==> config.mk <==
export PLATFORM = sky130hd
export DESIGN_NAME = passcode_writer_flat
export DESIGN_NICKNAME = d
export VERILOG_FILES = /design/src/rtl/passcode_writer_pkg.sv /design/src/rtl/passcode_writer_if.sv /design/src/rtl/passcode_writer_btn_pulse.sv /design/src/rtl/passcode_writer.sv /design/src/flat_wrapper.sv
export SDC_FILE = /design/constraint.sdc
export NUM_CORES = 1
export LEC_CHECK = 0
export CAP_MARGIN = 20
export CORE_MARGIN = 8
export CORE_UTILIZATION = 45
export DETAILED_ROUTE_END_ITERATION = 12
export SYNTH_ARGS = -nofsm -noshare
export SYNTH_HDL_FRONTEND = slang
export SYNTH_SLANG_ARGS = --single-unit
==> constraint.sdc <==
create_clock -name clk -period 2.95 [get_ports clk]
set_input_delay 0.295 -clock clk [delete_from_list [all_inputs] [get_ports clk]]
set_output_delay 0.295 -clock clk [all_outputs]
set_load 0.02 [all_outputs]
==> src/rtl/passcode_writer_pkg.sv <==
// lock_pkg: definitions shared by the lock and the passcode writer.
//   - CODE_W / DEFAULT_CODE : passcode width and the reset value both blocks
//     agree on, so the lock and the writer come out of reset in step.
//   - LED_* : status LED patterns. The writer FSM state encoding is chosen
//     equal to these patterns, so status is simply the state register.
//   - state_e : writer FSM state type.
package lock_pkg;

    localparam int          CODE_W       = 4;
    localparam logic [3:0]  DEFAULT_CODE = 4'b1001;

    localparam logic [3:0]  LED_IDLE     = 4'b0001;
    localparam logic [3:0]  LED_VERIFY   = 4'b0010;
    localparam logic [3:0]  LED_NEW      = 4'b0100;
    localparam logic [3:0]  LED_CONFIRM  = 4'b0110;
    localparam logic [3:0]  LED_COMMIT   = 4'b1000;
    localparam logic [3:0]  LED_FAIL     = 4'b1111;

    typedef enum logic [3:0] {
        ST_IDLE    = LED_IDLE,
        ST_VERIFY  = LED_VERIFY,
        ST_NEW     = LED_NEW,
        ST_CONFIRM = LED_CONFIRM,
        ST_COMMIT  = LED_COMMIT,
        ST_FAIL    = LED_FAIL
    } state_e;

endpackage

==> src/rtl/passcode_writer_if.sv <==
// passcode_writer_if: user-side buttons/switches and the passcode outputs.
//   prog, enter, oops : button levels (debounced externally)
//   login             : switch value
//   passw             : stored passcode to the lock compare input
//   passw_we          : one-cycle strobe when passw takes a new value
//   busy, status      : FSM activity and LED pattern
// master = board/stimulus side, slave = passcode_writer.
interface passcode_writer_if #(
    parameter int WIDTH = 4
);
    logic             prog;
    logic             enter;
    logic             oops;
    logic [WIDTH-1:0] login;
    logic [WIDTH-1:0] passw;
    logic             passw_we;
    logic             busy;
    logic [3:0]       status;

    modport master (
        output prog, enter, oops, login,
        input  passw, passw_we, busy, status
    );

    modport slave (
        input  prog, enter, oops, login,
        output passw, passw_we, busy, status
    );
endinterface

==> src/rtl/passcode_writer_btn_pulse.sv <==
// btn_pulse: turns a button level into a single-cycle pulse on its rising edge.
//   clk, rst_n : clock, asynchronous active-low reset
//   btn_i      : button level
//   pulse_o    : high for one cycle when the (optionally synchronised) level rises
// Macro PASSCODE_BTN_SYNC_EN inserts a 2-flop synchroniser ahead of the edge
// detector (+2 cycles of latency). All flops reset to 0, so a button already
// held at reset release yields one pulse.
module btn_pulse (
    input  logic clk,
    input  logic rst_n,
    input  logic btn_i,
    output logic pulse_o
);
    logic level;
    logic prev_q;

`ifdef PASSCODE_BTN_SYNC_EN
    logic [1:0] sync_q;

    always_ff @(posedge clk or negedge rst_n) begin
        if (!rst_n) sync_q <= 2'b00;
        else        sync_q <= {sync_q[0], btn_i};
    end

    assign level = sync_q[1];
`else
    assign level = btn_i;
`endif

    always_ff @(posedge clk or negedge rst_n) begin
        if (!rst_n) prev_q <= 1'b0;
        else        prev_q <= level;
    end

    assign pulse_o = level & ~prev_q;
endmodule

==> src/rtl/passcode_writer.sv <==
// passcode_writer: programs the passcode the lock compares against.
// Sequence: prog -> prove current code -> enter new code -> confirm it.
//   clk     : system clock
//   reset_n : asynchronous active-low reset
//   bus     : passcode_writer_if.slave (buttons, switches, passw, passw_we,
//             busy, status)
// Parameters: WIDTH, DEFAULT_CODE, MAX_TRIES (1..3), FAIL_HOLD (cycles).
// Optional macro PASSCODE_BTN_SYNC_EN adds button synchronisers (in btn_pulse).
module passcode_writer
    import lock_pkg::*;
#(
    parameter int               WIDTH        = 4,
    parameter logic [WIDTH-1:0] DEFAULT_CODE = lock_pkg::DEFAULT_CODE,
    parameter int               MAX_TRIES    = 2,
    parameter int               FAIL_HOLD    = 100_000_000
) (
    input  logic              clk,
    input  logic              reset_n,
    passcode_writer_if.slave  bus
);
    localparam int         HOLD_W    = (FAIL_HOLD > 1) ? $clog2(FAIL_HOLD) : 1;
    localparam logic [HOLD_W-1:0] HOLD_LAST = HOLD_W'(FAIL_HOLD - 1);
    localparam logic [1:0] TRIES_MAX = 2'(MAX_TRIES);

    // Button pulses: index 0 = prog, 1 = enter, 2 = oops.
    logic [2:0] btn_lvl;
    logic [2:0] btn_pls;
    logic       prog_p, enter_p, oops_p;

    assign btn_lvl = {bus.oops, bus.enter, bus.prog};

    generate
        for (genvar gi = 0; gi < 3; gi++) begin : g_btn
            btn_pulse u_btn (
                .clk     (clk),
                .rst_n   (reset_n),
                .btn_i   (btn_lvl[gi]),
                .pulse_o (btn_pls[gi])
            );
        end
    endgenerate

    assign prog_p  = btn_pls[0];
    assign enter_p = btn_pls[1];
    assign oops_p  = btn_pls[2];

    state_e            state_q, state_d;
    logic [WIDTH-1:0]  passw_q, passw_d;
    logic [WIDTH-1:0]  cand_q, cand_d;
    logic [1:0]        tries_q, tries_d;
    logic [HOLD_W-1:0] hold_q, hold_d;
    logic              we_q, we_d;
    logic [2:0]        tries_inc;

    always_ff @(posedge clk or negedge reset_n) begin
        if (!reset_n) begin
            state_q <= ST_IDLE;
            passw_q <= DEFAULT_CODE;
            cand_q  <= '0;
            tries_q <= 2'd0;
            hold_q  <= '0;
            we_q    <= 1'b0;
        end else begin
            state_q <= state_d;
            passw_q <= passw_d;
            cand_q  <= cand_d;
            tries_q <= tries_d;
            hold_q  <= hold_d;
            we_q    <= we_d;
        end
    end

    // 3 bits so the comparison against MAX_TRIES cannot wrap.
    assign tries_inc = {1'b0, tries_q} + 3'd1;

    always_comb begin
        state_d = state_q;
        passw_d = passw_q;
        cand_d  = cand_q;
        tries_d = tries_q;
        hold_d  = hold_q;
        we_d    = 1'b0;
        case (state_q)
            ST_IDLE: begin
                // prog wins over a simultaneous enter; enter/oops alone do nothing.
                if (prog_p) begin
                    state_d = ST_VERIFY;
                    tries_d = 2'd0;
                end
            end
            ST_VERIFY: begin
                if (oops_p) begin
                    state_d = ST_IDLE;
                    tries_d = 2'd0;
                end else if (enter_p) begin
                    if (bus.login == passw_q) begin
                        state_d = ST_NEW;
                    end else if (tries_inc >= {1'b0, TRIES_MAX}) begin
                        state_d = ST_FAIL;
                        tries_d = TRIES_MAX;
                    end else begin
                        tries_d = tries_inc[1:0];
                    end
                end
            end
            ST_NEW: begin
                if (oops_p) begin
                    state_d = ST_IDLE;
                    tries_d = 2'd0;
                end else if (enter_p) begin
                    cand_d  = bus.login;
                    state_d = ST_CONFIRM;
                end
            end
            ST_CONFIRM: begin
                if (oops_p) begin
                    state_d = ST_IDLE;
                    tries_d = 2'd0;
                end else if (enter_p) begin
                    state_d = (bus.login == cand_q) ? ST_COMMIT : ST_NEW;
                end
            end
            ST_COMMIT: begin
                // passw and its strobe are loaded on the same edge, so the
                // strobe is high in the first cycle the new code is visible.
                passw_d = cand_q;
                we_d    = 1'b1;
                state_d = ST_IDLE;
            end
            ST_FAIL: begin
                if (hold_q == HOLD_LAST) begin
                    hold_d  = '0;
                    state_d = ST_IDLE;
                end else begin
                    hold_d = hold_q + HOLD_W'(1);
                end
            end
            default: state_d = ST_IDLE;
        endcase
    end

    assign bus.passw    = passw_q;
    assign bus.passw_we = we_q;
    assign bus.busy     = (state_q != ST_IDLE);
    assign bus.status   = state_q;
endmodule

==> src/flat_wrapper.sv <==
// flat-port wrapper written by rule: the top's interface ports become plain ports
module passcode_writer_flat import lock_pkg::*;
#(
    parameter int               WIDTH        = 4,
    parameter logic [WIDTH-1:0] DEFAULT_CODE = lock_pkg::DEFAULT_CODE,
    parameter int               MAX_TRIES    = 2,
    parameter int               FAIL_HOLD    = 100_000_000
)
  (clk, reset_n, bus_prog, bus_enter, bus_oops, bus_login, bus_passw, bus_passw_we, bus_busy, bus_status);
  passcode_writer_if #(.WIDTH(WIDTH)) bus_i ();
  input  logic clk;
  input  logic reset_n;
  input wire logic [$bits(bus_i.prog)-1:0] bus_prog;
  input wire logic [$bits(bus_i.enter)-1:0] bus_enter;
  input wire logic [$bits(bus_i.oops)-1:0] bus_oops;
  input wire logic [$bits(bus_i.login)-1:0] bus_login;
  output wire logic [$bits(bus_i.passw)-1:0] bus_passw;
  output wire logic [$bits(bus_i.passw_we)-1:0] bus_passw_we;
  output wire logic [$bits(bus_i.busy)-1:0] bus_busy;
  output wire logic [$bits(bus_i.status)-1:0] bus_status;
  assign bus_i.prog = bus_prog;
  assign bus_i.enter = bus_enter;
  assign bus_i.oops = bus_oops;
  assign bus_i.login = bus_login;
  assign bus_passw = bus_i.passw;
  assign bus_passw_we = bus_i.passw_we;
  assign bus_busy = bus_i.busy;
  assign bus_status = bus_i.status;
  passcode_writer #(.WIDTH(WIDTH), .DEFAULT_CODE(DEFAULT_CODE), .MAX_TRIES(MAX_TRIES), .FAIL_HOLD(FAIL_HOLD)) u_core (.clk(clk), .reset_n(reset_n), .bus(bus_i));
endmodule
==> results of run 1 <==
[layer usage]
layer,wire length (µm),share of wire,vias to the layer above,GRT usage
met3,180,0.037,5,0.0341
met5,0,0,-,0
met2,2240,0.47,27,0.209
met4,31,0.0065,0,0.0291
met1,2350,0.49,852,0.152
li1,-,-,865,-
[cell usage in the layout (no fill, tap or decap), drive strengths merged, types with 2 or more instances in the layout]
master,instances
nor3,7
nand3,12
nand4,7
nor4b,2
mux2,8
nand2,20
nor2,26
nor4,8
dfrtp,42
dfstp,3
inv,4
a21oi,4
clkdlybuf4s50,17
o21ai,8
a31oi,2
and4,6
buf,3
clkbuf,5
or4b,2
o211ai,3
clkinv,2
xnor2,27
and3,8
nand2b,4
xor2,6
[power by group]
group | internal (mW) | switching, mW | total (mW)
registers | 0.692 | 0.110 | 0.802
clock network | 0.164 | 0.217 | 0.381
logic | 0.243 | 0.235 | 0.478
[kinds of logic after synthesis]
group                      count (synthesis)  synth area share
AOI/OAI and AO/OA                         23            0.0575
xor gates and xnor gates                  33             0.116
adders and majority gates                  1           0.00500
buffers and inverters                     13            0.0390
DFF                                       45             0.452
muxes                                      9            0.0400
and+or+nand+nor                          110             0.291
[worst min-delay path by stage]
stage / from / depth (start not counted) / slack, ns / endpoint
final: reset_n / 1 / -0.03 / u_core.hold_q[21]
after global routing: reset_n / 1 / 0.008 / u_core.hold_q[21]
after CTS: reset_n / 1 / 0.20 / u_core.hold_q[22]
after detailed placement: u_core.hold_q[25] / 1 / 0.49 / u_core.hold_q[25]
after global placement: u_core.hold_q[25] / 1 / 0.48 / u_core.hold_q[25]
after floorplan: reset_n / 0 / -0.0006 / u_core.bus.passw[1]
[registers in the layout, indices dropped and copies added, names as in the netlist]
name                       count
u_core.bus.status              4
u_core.g_btn.u_btn.prev_q      3
u_core.hold_q                 27
u_core.bus.passw_we            1
u_core.tries_q                 2
u_core.bus.passw               4
u_core.cand_q                  4
[cell type report]
cell class	count	area [µm²]	area share
multi-input combinational	176	1270	0.454
timing repair buffer	20	210	0.0749
sequential	45	1130	0.403
clock inverter	3	17.5	0.00624
clock buffer	5	68.8	0.0245
inverter	4	15.0	0.00535
tap	72	90.1	0.0321
==> reports/results.tsv, run 1 <==
metric	value	unit
synth_edf_count	0	
drtPass1Iterations	4	
cts_tree	done	
post-cts-setup-buffer-count	0	
initial_utilization	0.460	
instances_no_fill	325	
yosysWarnings	0	
rr_worst_depth	5	
maxSlewViolCount	0	
failed_checks	hold timing	
ant_nets	0	
crit_path_start_kind	register	
gp_congestion	0.860	
cp.depth	2	
setup_ws	0.592	ns
drt_drc_violations_left	0	
finClkSkew	0.00316	ns
crit_end	bus_busy	
grt_use_total	0.124	
cts-root-buf	clkbuf_8	
critPathMaxStageDelay	0.63	ns
required	2.65	ns
worst_slew_pin_slew	0.650	ns
htree_levels	2	
fin_setup_tns	0	ns
viasPerCell	5.38	
rsz0062_at_grt	false	
grt_max_degree	46	
async_reset_ff_frac	1.00	
clock-sinks	45	
power_density	592	mW/mm²
synth-seq-area-share	0.452	
path_clk_slew	0.09	ns
clockBufferDepth	2	
netlist.area_leader.share	0.420	
postPlaceCellArea	0.00269	mm²
rr_startpoint	u_core.bus.status[1]	
rows	27	
cts_resized	0	
core	0.00544	mm²
grt_pass1_vias	1817	
dieArea	0.00820	mm²
cts_hold_buf	0	
die_x	90.6	µm
crit_buf_inv	1	
yosysMostFrequentCell	dfrtp_1	
max_freq	0.424	GHz
regToRegSetupSlack	0.96	ns
worstSetupPathType	reg -> out	
fill_cells	503	
crit_family	simple AND/OR/NAND/NOR gates	
port_buffers	18	
cts_buffers	5	
power.total	1.66	mW
antenna_found_initial	0	
setup_viol	0	
cp.arrival	2.06	ns
dp.cells	316	
ys_top_cells_by_count	dfrtp_1, xnor2_1, nor2_1, nand2_1, nand3_1	
yosysTopAreaCell	dfrtp_1	
crit_chain	or4b_4, clkdlybuf4s50_1	
avgRoutedWirePerCell	14.8	µm
synth_cell_types	54	
hold_class	in -> async	
vdd_drop_max	0.489	mV
place_ws	0.907	ns
holdWs	-0.0329	ns
final_hold_viol_count	21	
min_period	2.36	ns
synth_area_per_cell	10.7	µm²
total_leakage_power	1.16	nW
critical-path-slowest-cell	or4b_4	
cp-startpoint	u_core.bus.status[1]	
syn-cell-area	0.00250	mm²
status	finished, violations left	
postLayoutCellArea	0.00281	mm²
n_antenna_cell	0	
layout-drive-gt1-share	0.158	
area_delta_synth_final	12.2	%
clock_latency	0.30	ns
synth_flop_cell	dfrtp_1	
drt_iter0_drc	85	
drt_wl_total	4800	µm
utilization	0.516	
io-pin-count	19	
ys_seq_elements	45	
dp_hpwl	3370	µm
die-height	90.6	µm
yosys-top-cells-area	dfrtp_1, xnor2_1, nor2_1	
r2r_end	u_core.tries_q[1]	
synth_cells	234	
drv_cap	0	
vias	1749	
grt_pass1_wl	8450	µm
crit_fanout	14	
max_slew_margin	0.565	
syn_nets	244	
nets	262	
grt_overflow_total	0	
cp-end-kind	output port	
finalCritPeriodShare	0.799	
Note: power is estimated with default switching activity, not from simulation.
==> run 2, diff against run 1 <==
--- a/config.mk
+++ b/config.mk
@@ -9,6 +9,7 @@
 export CORE_MARGIN = 8
 export CORE_UTILIZATION = 45
 export DETAILED_ROUTE_END_ITERATION = 12
+export PLACE_DENSITY = 0.66
 export SYNTH_ARGS = -nofsm -noshare
 export SYNTH_HDL_FRONTEND = slang
 export SYNTH_SLANG_ARGS = --single-unit
==> constraint.sdc (replaced) <==
create_clock -name clk -period 2.1 [get_ports clk]
set_input_delay 0.21 -clock clk [delete_from_list [all_inputs] [get_ports clk]]
set_output_delay 0.21 -clock clk [all_outputs]
set_load 0.02 [all_outputs]
==> reports/results.tsv, run 2 (synthesized netlist as in run 1, its figures left out) <==
metric	value	unit	change
status	completed		was finished, violations left
r2r_end	u_core.hold_q[26]		was u_core.tries_q[1]
cts_buffers	5		unchanged
fill_cells	510		was 503
register_area	0.00113	mm²	unchanged
cp-end-kind	output port		unchanged
vdd_drop_max	0.663	mV	was 0.489 mV
cts-root-buf	clkbuf_8		unchanged
nets	273		was 262
hold_class	in -> async		unchanged
power_density	856	mW/mm²	was 592 mW/mm²
fin_setup_tns	0	ns	unchanged
antenna_found_initial	0		unchanged
clock-sinks	45		unchanged
grt_use_total	0.127		was 0.124
cp-startpoint	u_core.bus.status[3]		was u_core.bus.status[1]
gp_congestion	0.857		was 0.860
min_period	1.91	ns	
crit_chain	or4b_4, dlygate4sd2_1		was or4b_4, clkdlybuf4s50_1
instances_no_fill	336		was 325
vias	1764		was 1749
rsz0062_at_grt	false		unchanged
maxSlewViolCount	0		unchanged
area_delta_synth_final	15.9	%	was 12.2%
place_ws	0.166	ns	was 0.907 ns
rows	27		unchanged
die_x	90.6	µm	unchanged
rr_startpoint	u_core.bus.status[0]		was u_core.bus.status[1]
cp.arrival	1.70	ns	was 2.06 ns
largest_reg_flops	27		unchanged
crit_fanout	8		was 14
crit_family	simple AND/OR/NAND/NOR gates		unchanged
worst_slew_pin_slew	0.503	ns	was 0.650 ns
initial_utilization	0.460		unchanged
drtPass1Iterations	4		unchanged
rr_worst_depth	6		was 5
grt_pass1_wl	8620	µm	was 8450 µm
setup_ws	0.188	ns	was 0.592 ns
setup_viol	0		unchanged
crit_path_start_kind	register		unchanged
drt_wl_total	4860	µm	was 4800 µm
mostFrequentLayoutCells	dfrtp_1, xnor2_1, nor2_1		unchanged
critical-path-slowest-cell	or4b_4		unchanged
max_freq	0.523	GHz	
max_slew_margin	0.665		was 0.565
finClkSkew	0.00382	ns	was 0.00316 ns
total_leakage_power	1.21	nW	was 1.16 nW
htree_levels	2		unchanged
viasPerCell	5.25		was 5.38
avgRoutedWirePerCell	14.5	µm	was 14.8 µm
clock_latency	0.30	ns	about the same
final_common_cell	dfrtp_1		unchanged
io-pin-count	19		unchanged
die-height	90.6	µm	unchanged
port_buffers	18		unchanged
layout-drive-gt1-share	0.189		was 0.158
power.total	2.48	mW	was 1.66 mW
grt_pass1_vias	1810		was 1817
regToRegSetupSlack	0.21	ns	was 0.96 ns
drt_drc_violations_left	0		unchanged
core	0.00544	mm²	unchanged
dieArea	0.00820	mm²	unchanged
dp.cells	326		was 316
required	1.89	ns	was 2.65 ns
path_clk_slew	0.09	ns	about the same
utilization	0.533		was 0.516
finalCritPeriodShare	0.911		
n_antenna_cell	0		unchanged
clockBufferDepth	2		unchanged
grt_max_degree	20		was 46
regMostFlops	u_core.hold_q		unchanged
drt_iter0_drc	110		was 85
grt_overflow_total	0		unchanged
crit_buf_inv	1		unchanged
multi_input_area	0.00127	mm²	unchanged
final_hold_viol_count	0		was 21
drv_cap	0		unchanged
critPathMaxStageDelay	0.57	ns	was 0.63 ns
dp_hpwl	3550	µm	was 3370 µm
worstSetupPathType	reg -> out		unchanged
cts_tree	done		unchanged
ant_nets	0		unchanged
-- run 2: cell count changes in the layout (fill, tap and decap cells not counted), sizes merged --
cell	previous run	this run
clkinv	2	1
clkdlybuf4s50	17	16
buf	3	13
bufinv	0	1
dlygate4sd2	0	1
dlygate4sd3	0	1
-- run 2: power by group --
part | total (mW) | leakage (nW) | internal (mW) | switching [mW]
clock network | 0.663 | 0.0543 | 0.356 | 0.307
logic | 0.752 | 0.552 | 0.372 | 0.380
registers | 1.07 | 0.607 | 0.971 | 0.0941
-- run 2: worst max-delay path by stage --
stage	slack, ns	cells after the start	endpoint
detailed placement	0.17	5	u_core.tries_q[1]
global placement	0.19	5	u_core.tries_q[1]
CTS	0.18	2	bus_busy
floorplan	0.07	6	u_core.tries_q[1]
global route	0.09	6	u_core.hold_q[16]
finish	0.19	2	bus_busy
-- run 2: per-layer routing --
metal  share of wire  track usage
met1            0.48        0.163
met2            0.47        0.201
met3           0.034       0.0366
met4           0.012       0.0402
met5               0            0
-- run 2: stage by stage --
stage | hold slack [ns] | cell area, µm²
3_3_place_gp | 0.177 | 2770
3_5_place_dp | 0.178 | 2770
2_1_floorplan | -0.0856 | 2500
6_report | 0.373 | 2900
5_1_grt | 0.369 | 2900
4_1_cts | 0.361 | 2900
-- run 2: layout make-up --
type,instances,area share
multi-input cells,176,0.440
clock buffers,5,0.0237
inverters,4,0.00518
repair buffers,31,0.0946
well taps,72,0.0311
clock inverters,3,0.0160
flip-flops and latches,45,0.390
-- run 2: worst reg2reg max path: cells and delay by family (launching register included) --
family	cells	cell delay [ns]
XOR/XNOR	1	0.15
flip-flops	1	0.54
AND/OR/NAND/NOR	4	0.93
buffers and inverters	1	0.17
-- run 2: repair_timing --
item                                    CTS  global route
hold buffers                              1             0
setup buffers                             1             0
hold endpoints to repair                 17             0
gates resized for setup                   1             0
endpoints found under the setup margin    1             0
